### src/rtl/btb_assoc_if.sv
// Fetch/update/flush bundle for the set-associative BTB.
// The frontend drives it as master; the BTB connects as slave.
interface btb_assoc_if #(
  parameter int unsigned VLEN        = 64,
  parameter int unsigned FETCH_SLOTS = 2
);
  logic                         flush_i;
  logic                         debug_mode_i;
  logic [VLEN-1:0]              vpc_i;
  logic                         update_valid_i;
  logic                         update_clear_i;
  logic [VLEN-1:0]              update_pc_i;
  logic [VLEN-1:0]              update_target_i;
  logic [FETCH_SLOTS-1:0]       pred_valid_o;
  logic [FETCH_SLOTS*VLEN-1:0]  pred_target_o;
  logic                         flush_busy_o;

  modport master (
    output flush_i, debug_mode_i, vpc_i, update_valid_i, update_clear_i,
           update_pc_i, update_target_i,
    input  pred_valid_o, pred_target_o, flush_busy_o
  );

  modport slave (
    input  flush_i, debug_mode_i, vpc_i, update_valid_i, update_clear_i,
           update_pc_i, update_target_i,
    output pred_valid_o, pred_target_o, flush_busy_o
  );
endinterface

### src/rtl/btb_assoc.sv
// Set-associative branch target buffer with partial tags, round-robin
// replacement, entry clear and a row-sequenced multi-cycle flush.
module btb_assoc #(
  parameter int unsigned NR_ENTRIES  = 32,
  parameter int unsigned NR_WAYS     = 2,
  parameter int unsigned FETCH_SLOTS = 2,
  parameter int unsigned TAG_BITS    = 8,
  parameter int unsigned VLEN        = 64
) (
  input  logic         clk_i,
  input  logic         rst_ni,
  btb_assoc_if.slave   bus
);
  localparam int unsigned NR_ROWS = NR_ENTRIES / (NR_WAYS * FETCH_SLOTS);
  localparam int unsigned SB      = $clog2(FETCH_SLOTS);
  localparam int unsigned ROW_W   = $clog2(NR_ROWS);
  localparam int unsigned ROW_IW  = (ROW_W > 0) ? ROW_W : 1;
  localparam int unsigned SLOT_IW = (SB > 0) ? SB : 1;
  localparam int unsigned PTR_W   = (NR_WAYS > 1) ? $clog2(NR_WAYS) : 1;

  localparam logic [0:0] IDLE  = 1'b0;
  localparam logic [0:0] FLUSH = 1'b1;

  function automatic logic [ROW_IW-1:0] row_of(input logic [VLEN-1:0] pc);
    logic [VLEN-1:0] sh;
    sh = pc >> (SB + 1);
    return ROW_IW'(sh) & ROW_IW'(NR_ROWS - 1);
  endfunction

  function automatic logic [SLOT_IW-1:0] slot_of(input logic [VLEN-1:0] pc);
    logic [VLEN-1:0] sh;
    sh = pc >> 1;
    return SLOT_IW'(sh) & SLOT_IW'(FETCH_SLOTS - 1);
  endfunction

  function automatic logic [TAG_BITS-1:0] tag_of(input logic [VLEN-1:0] pc);
    logic [VLEN-1:0] sh;
    sh = pc >> (1 + SB + ROW_W);
    return TAG_BITS'(sh);
  endfunction

  logic                valid_q  [NR_ROWS][FETCH_SLOTS][NR_WAYS];
  logic                valid_d  [NR_ROWS][FETCH_SLOTS][NR_WAYS];
  logic [TAG_BITS-1:0] tag_q    [NR_ROWS][FETCH_SLOTS][NR_WAYS];
  logic [TAG_BITS-1:0] tag_d    [NR_ROWS][FETCH_SLOTS][NR_WAYS];
  logic [VLEN-1:0]     target_q [NR_ROWS][FETCH_SLOTS][NR_WAYS];
  logic [VLEN-1:0]     target_d [NR_ROWS][FETCH_SLOTS][NR_WAYS];
  logic [PTR_W-1:0]    ptr_q    [NR_ROWS][FETCH_SLOTS];
  logic [PTR_W-1:0]    ptr_d    [NR_ROWS][FETCH_SLOTS];
  logic [ROW_IW-1:0]   cnt_q, cnt_d;
  logic [0:0]          state_q, state_d;

  logic [ROW_IW-1:0]   lk_row, up_row;
  logic [TAG_BITS-1:0] lk_tag, up_tag;
  logic [SLOT_IW-1:0]  up_slot;
  logic                hit_any, inv_any;
  logic [PTR_W-1:0]    hit_way, inv_way, vic_way;

  // Lookup: at most one way can match, so the last match wins harmlessly.
  always_comb begin
    lk_row            = row_of(bus.vpc_i);
    lk_tag            = tag_of(bus.vpc_i);
    bus.pred_valid_o  = '0;
    bus.pred_target_o = '0;
    for (int unsigned s = 0; s < FETCH_SLOTS; s++) begin
      for (int unsigned w = 0; w < NR_WAYS; w++) begin
        if (state_q == IDLE && valid_q[lk_row][SLOT_IW'(s)][PTR_W'(w)] &&
            tag_q[lk_row][SLOT_IW'(s)][PTR_W'(w)] == lk_tag) begin
          bus.pred_valid_o[s]              = 1'b1;
          bus.pred_target_o[s*VLEN +: VLEN] = target_q[lk_row][SLOT_IW'(s)][PTR_W'(w)];
        end
      end
    end
  end

  assign bus.flush_busy_o = (state_q == FLUSH);

  always_comb begin
    up_row  = row_of(bus.update_pc_i);
    up_slot = slot_of(bus.update_pc_i);
    up_tag  = tag_of(bus.update_pc_i);
    hit_any = 1'b0;
    hit_way = '0;
    inv_any = 1'b0;
    inv_way = '0;
    for (int unsigned w = 0; w < NR_WAYS; w++) begin
      if (valid_q[up_row][up_slot][PTR_W'(w)] &&
          tag_q[up_row][up_slot][PTR_W'(w)] == up_tag) begin
        hit_any = 1'b1;
        hit_way = PTR_W'(w);
      end
      if (!valid_q[up_row][up_slot][PTR_W'(w)] && !inv_any) begin
        inv_any = 1'b1;
        inv_way = PTR_W'(w);
      end
    end
    vic_way = hit_any ? hit_way : (inv_any ? inv_way : ptr_q[up_row][up_slot]);
  end

  always_comb begin
    valid_d  = valid_q;
    tag_d    = tag_q;
    target_d = target_q;
    ptr_d    = ptr_q;
    cnt_d    = cnt_q;
    state_d  = state_q;
    case (state_q)
      IDLE: begin
        if (bus.flush_i) begin
          state_d = FLUSH;
          cnt_d   = '0;
        end else if (!bus.debug_mode_i) begin
          if (bus.update_clear_i) begin
            if (hit_any) valid_d[up_row][up_slot][hit_way] = 1'b0;
          end else if (bus.update_valid_i) begin
            valid_d[up_row][up_slot][vic_way]  = 1'b1;
            tag_d[up_row][up_slot][vic_way]    = up_tag;
            target_d[up_row][up_slot][vic_way] = bus.update_target_i;
            if (NR_WAYS > 1 && !hit_any && !inv_any)
              ptr_d[up_row][up_slot] = ptr_q[up_row][up_slot] + 1'b1;
          end
        end
      end
      default: begin
        for (int unsigned s = 0; s < FETCH_SLOTS; s++) begin
          ptr_d[cnt_q][SLOT_IW'(s)] = '0;
          for (int unsigned w = 0; w < NR_WAYS; w++)
            valid_d[cnt_q][SLOT_IW'(s)][PTR_W'(w)] = 1'b0;
        end
        if (cnt_q == ROW_IW'(NR_ROWS - 1)) begin
          state_d = IDLE;
          cnt_d   = '0;
        end else begin
          cnt_d = cnt_q + 1'b1;
        end
      end
    endcase
  end

  always_ff @(posedge clk_i or negedge rst_ni) begin
    if (!rst_ni) begin
      valid_q  <= '{default: '0};
      tag_q    <= '{default: '0};
      target_q <= '{default: '0};
      ptr_q    <= '{default: '0};
      cnt_q    <= '0;
      state_q  <= IDLE;
    end else begin
      valid_q  <= valid_d;
      tag_q    <= tag_d;
      target_q <= target_d;
      ptr_q    <= ptr_d;
      cnt_q    <= cnt_d;
      state_q  <= state_d;
    end
  end
endmodule

### src/flat_wrapper.sv
// flat-port wrapper written by rule: the top's interface ports become plain ports
module btb_assoc_flat 
#(
  parameter int unsigned NR_ENTRIES  = 32,
  parameter int unsigned NR_WAYS     = 2,
  parameter int unsigned FETCH_SLOTS = 2,
  parameter int unsigned TAG_BITS    = 8,
  parameter int unsigned VLEN        = 64
)
  (clk_i, rst_ni, bus_flush_i, bus_debug_mode_i, bus_vpc_i, bus_update_valid_i, bus_update_clear_i, bus_update_pc_i, bus_update_target_i, bus_pred_valid_o, bus_pred_target_o, bus_flush_busy_o);
  btb_assoc_if #(.VLEN(VLEN), .FETCH_SLOTS(FETCH_SLOTS)) bus_i ();
  input  logic clk_i;
  input  logic rst_ni;
  input wire logic [$bits(bus_i.flush_i)-1:0] bus_flush_i;
  input wire logic [$bits(bus_i.debug_mode_i)-1:0] bus_debug_mode_i;
  input wire logic [$bits(bus_i.vpc_i)-1:0] bus_vpc_i;
  input wire logic [$bits(bus_i.update_valid_i)-1:0] bus_update_valid_i;
  input wire logic [$bits(bus_i.update_clear_i)-1:0] bus_update_clear_i;
  input wire logic [$bits(bus_i.update_pc_i)-1:0] bus_update_pc_i;
  input wire logic [$bits(bus_i.update_target_i)-1:0] bus_update_target_i;
  output wire logic [$bits(bus_i.pred_valid_o)-1:0] bus_pred_valid_o;
  output wire logic [$bits(bus_i.pred_target_o)-1:0] bus_pred_target_o;
  output wire logic [$bits(bus_i.flush_busy_o)-1:0] bus_flush_busy_o;
  assign bus_i.flush_i = bus_flush_i;
  assign bus_i.debug_mode_i = bus_debug_mode_i;
  assign bus_i.vpc_i = bus_vpc_i;
  assign bus_i.update_valid_i = bus_update_valid_i;
  assign bus_i.update_clear_i = bus_update_clear_i;
  assign bus_i.update_pc_i = bus_update_pc_i;
  assign bus_i.update_target_i = bus_update_target_i;
  assign bus_pred_valid_o = bus_i.pred_valid_o;
  assign bus_pred_target_o = bus_i.pred_target_o;
  assign bus_flush_busy_o = bus_i.flush_busy_o;
  btb_assoc #(.NR_ENTRIES(NR_ENTRIES), .NR_WAYS(NR_WAYS), .FETCH_SLOTS(FETCH_SLOTS), .TAG_BITS(TAG_BITS), .VLEN(VLEN)) u_core (.clk_i(clk_i), .rst_ni(rst_ni), .bus(bus_i));
endmodule
### config.mk
export PLATFORM = sky130hd
export DESIGN_NAME = btb_assoc_flat
export DESIGN_NICKNAME = d
export VERILOG_FILES = /design/src/rtl/btb_assoc_if.sv /design/src/rtl/btb_assoc.sv /design/src/flat_wrapper.sv
export SDC_FILE = /design/constraint.sdc
export NUM_CORES = 2
export LEC_CHECK = 0
export BUFFER_PORTS_ARGS = -buffer_cell sky130_fd_sc_hd__buf_4
export CAP_MARGIN = 20
export CORE_AREA = 2 2 363 545
export CTS_CLUSTER_DIAMETER = 100
export DETAILED_ROUTE_END_ITERATION = 16
export DIE_AREA = 0 0 365 547
export GPL_TIMING_DRIVEN = 1
export PLACE_DENSITY = 0.85
export RECOVER_POWER = 50
export SLEW_MARGIN = 10
export SYNTH_ARGS = -nofsm -noshare
export SYNTH_HDL_FRONTEND = slang
export SYNTH_SLANG_ARGS = --single-unit
### constraint.sdc
create_clock -name clk_i -period 4.6 [get_ports clk_i]
set_input_delay 0.92 -clock clk_i [delete_from_list [all_inputs] [get_ports clk_i]]
set_output_delay 0.92 -clock clk_i [all_outputs]
set_load 0.005 [all_outputs]
==> metrics.csv <==
stage;metric;value;unit
power_and_ir_drop;P_sw;0.0107;W
cells_and_area;Nets;7777;
timing;worst hold slack;0.449;ns
worst_setup_path;worst path cell trace;buf_16 > buf_16 > buf_8 > buf_6 > mux4_2 > mux2i_4 > xnor2_2 > nor4_2 > buf_4 > nand3_4 > a41oi_4 > buf_12 > buf_12 > buf_12 > nand2_2 > o21ai_2 > buf_4;
cts;Clock Tree Root;clkbuf_16;
yosys;sequential-to-total area share from yosys stat;0.533;
yosys;ys async rst share;1.00;
placement;dpl cell area;0.119;mm²
timing;Final Cycle Share;1.07;
worst_setup_path;CP max FO;7;
routing;TritonRoute pass-1 iters;7;
yosys;top-count cell post-synth;dfrtp_1;
power_and_ir_drop;clock network power share;0.433;
routing;drt total wl;335000;µm
timing;Setup Viol. Count Final;126;
run;total of max-cap violations;1;
cells_and_area;final instance area;0.130;mm²
yosys;Seq cells post-synth;2356;
cts;clock transition at the registers of the reported paths;0.06;ns
cts;Sink Count;2356;
yosys;ranking of synthesized cells by area;dfrtp_1 53%, mux2_2 13%, mux4_2 12%;
cts;latest clock arrival within the worst-skew pair;0.91;ns
worst_setup_path;CP max stage delay;0.53;ns
yosys;syn_nets;7388;
worst_setup_path;CP Launch Type;primary input;
worst_setup_path;worst path required time;3.68;ns
die;DIE AREA;0.200;mm²
die;initial core utilization;0.567;
placement;dpl ws;-0.725;ns
worst_setup_path;critical path type;primary input to primary output;
worst_hold_path;HP Class;primary input to register;
routing;# DRC;0;
routing;vias post-DR;70300;
routing;post-route ant nets;0;
yosys;commonest cells in the netlist;2356 x dfrtp_1, 1306 x mux2_2, 1072 x mux2_1;
yosys;top_reg_cell synth;dfrtp_1;
timing;Slew HR;-1.45;
power_and_ir_drop;switching share of total power;0.241;
timing;max frequency;203;MHz
cells_and_area;ratio of cells with drive above 1 in the final layout;0.444;
global_routing;pin count of the biggest net entering global routing;149;
worst_setup_path;CP delay by family, top;buffers and inverters;
timing;RSZ-0062 raised after global routing;true;
die;die width;365;µm
placement;DP Wirelength;200000;µm
worst_setup_path;most frequent CP cell;buf_12;
power_and_ir_drop;Pwr per Cell Area;342;mW/mm²
power_and_ir_drop;register share of total power;0.489;
die;io pins;329;
routing;Routed WL per cell;32.3;µm
yosys;Mean Syn Cell Area;15.4;µm²
power_and_ir_drop;leakage power;64.4;nW
placement;Port Buf Inserts;223;
routing;drt initial violations;7103;
timing;Slew Limit Fails;99;
worst_setup_path;WP data arrival;4.00;ns
global_routing;grt total ovfl;0;
yosys;cell accounting for the most synthesized area;dfrtp_1;
timing;clk_skew;0.0741;ns
timing;Final Hold Fails;0;
routing;Via density;6.77;
run_status;failing checks;capacitance limit, slew limit, setup timing;
timing;Worst Max-Slew Pin Slew;3.67;ns
yosys;Netlist cell types;72;
die;FP Rows;199;
yosys;Post-synth EDFFs;0;
yosys;Syn Inst Count;7188;
worst_setup_path;crit end category;primary output;
worst_setup_path;worst path bufs/invs;9;
cells_and_area;FILL cells;12400;
timing;final worst slack;-0.316;ns
yosys;area share of the largest cell type after synthesis;0.533;
cells_and_area;area grow syn2layout;17.7;%
die;area of the core;0.195;mm²
power_and_ir_drop;VDD IR max;0.349;mV
timing;min Tclk post-route;4.92;ns
global_routing;first-pass GRT wire length;488000;µm
run_status;status;finished, violations left;
cts;clock tree from TritonCTS;done;
global_routing;Global Route Usage Sum;0.328;
cts;Max clock buf depth;4;
cts;CTS Buf Count;221;
global_routing;antenna violations before repair;22;
power_and_ir_drop;Comb pwr share;0.078;
global_routing;number of global-route vias before repair;75300;
die;die height;547;µm
placement;Routability Congestion;0.947;
power_and_ir_drop;Cell Int Power;0.0338;W
worst_setup_path;slowest CP cell;mux4_2;
yosys;Post-Syn Area;0.111;mm²
yosys;Yosys Warn Count;0;
cts;H-tree Lvls;4;
-- stage by stage --
step / power [W] / utilization / TNS, ns / std cells
floorplan: 0.0240 / - / 0 / 7188
global placement: 0.0253 / 0.611 / -282.70 / 9888
detailed placement: 0.0255 / 0.611 / -191.31 / 9888
CTS: 0.0446 / 0.658 / -8.79 / 10300
global route: 0.0458 / 0.667 / -55.48 / 10400
finish: 0.0446 / 0.667 / -21.68 / 10400
-- cells by family (layout without fill, tap and decap cells) --
| family | after synthesis | in the layout | share of synthesized area |
|---|---|---|---|
| xor gates and xnor gates | 45 | 45 | 0.00356 |
| and+or+nand+nor | 371 | 371 | 0.0159 |
| AOI/OAI and AO/OA | 401 | 401 | 0.0258 |
| muxes | 3266 | 3266 | 0.389 |
| other | 0 | 12 | 0 |
| buffers and inverters | 747 | 1311 | 0.0326 |
| DFF | 2356 | 2356 | 0.533 |
| adders and majority gates | 2 | 2 | 0.000226 |
-- path summary, 6_finish.rpt --
check / endpoint / from / depth (start not counted) / slack (ns)
setup / recovery: bus_pred_target_o[106] / bus_vpc_i[2] / 17 / -0.32
hold / removal: u_core.cnt_q[1] / bus_flush_i / 4 / 0.45
setup reg to reg: u_core.target_q[1643] / u_core.tag_q[16] / 12 / 0.42
hold reg to reg: u_core.target_q[1806] / u_core.target_q[1806] / 1 / 0.48
max in group asynchronous: u_core.target_q[1034] / rst_ni / 3 / 0.29
min in group asynchronous: u_core.target_q[49] / rst_ni / 2 / 1.77
-- layout make-up --
class,count,area [µm²],share of cell area
antenna,12,30.0,0.000231
clock buffer,308,6410,0.0492
clock inverter,90,1170,0.00900
inverter,15,56.3,0.000432
multi-input combinational,4085,50100,0.385
sequential,2356,59000,0.453
tap,2613,3270,0.0251
timing repair buffer,898,10200,0.0784
-- power by group through the flow --
stage | registers [W] | logic [W] | clock network, W
global route | 0.0218 | 0.00371 | 0.0202
CTS | 0.0218 | 0.00342 | 0.0194
floorplan | 0.0219 | 0.00201 | 0
detailed placement | 0.0221 | 0.00335 | 0
global placement | 0.0220 | 0.00324 | 0
finish | 0.0218 | 0.00347 | 0.0193
-- worst min-delay path, stage by stage --
cell     delay (ns)
buf_4          0.13
nor2_1         0.09
nand2_1        0.07
o21ai_0        0.07
-- per-layer routing --
metal  wire, µm  vias to the layer above  GRT usage
li1           -                    27600          -
met1     120000                    37500      0.409
met2     163000                     3848      0.523
met3      27700                     1300     0.0702
met5        145                        -          0
met4      24600                       22      0.205
-- sequential cells by signal (all words and copies together), names as in the netlist --
signal	flops
u_core.bus.flush_busy_o	1
u_core.cnt_q	3
u_core.ptr_q	16
u_core.tag_q	256
u_core.target_q	2048
u_core.valid_q	32
-- cell usage in the layout (no fill, tap or decap), types with 49 or more instances in the layout --
master     instances
nor2_1            84
dfrtp_1         2356
mux4_2           589
mux2i_1          286
nand2_4           49
clkbuf_16        230
mux2_2          1306
buf_4            504
buf_6            119
clkbuf_8          51
buf_12           202
nand2_1           79
mux2_1          1072
-- repair_timing --
item                                    in CTS  in global routing
resized for setup                          298                365
pin swaps                                   21                 60
endpoints found under the setup margin     130                129
hold endpoints to repair                     0                  5
hold buffers                                 0                  1
buffers inserted                            38                 54
gates cloned                                 8                  8
Power figures use the tool's default switching activity.
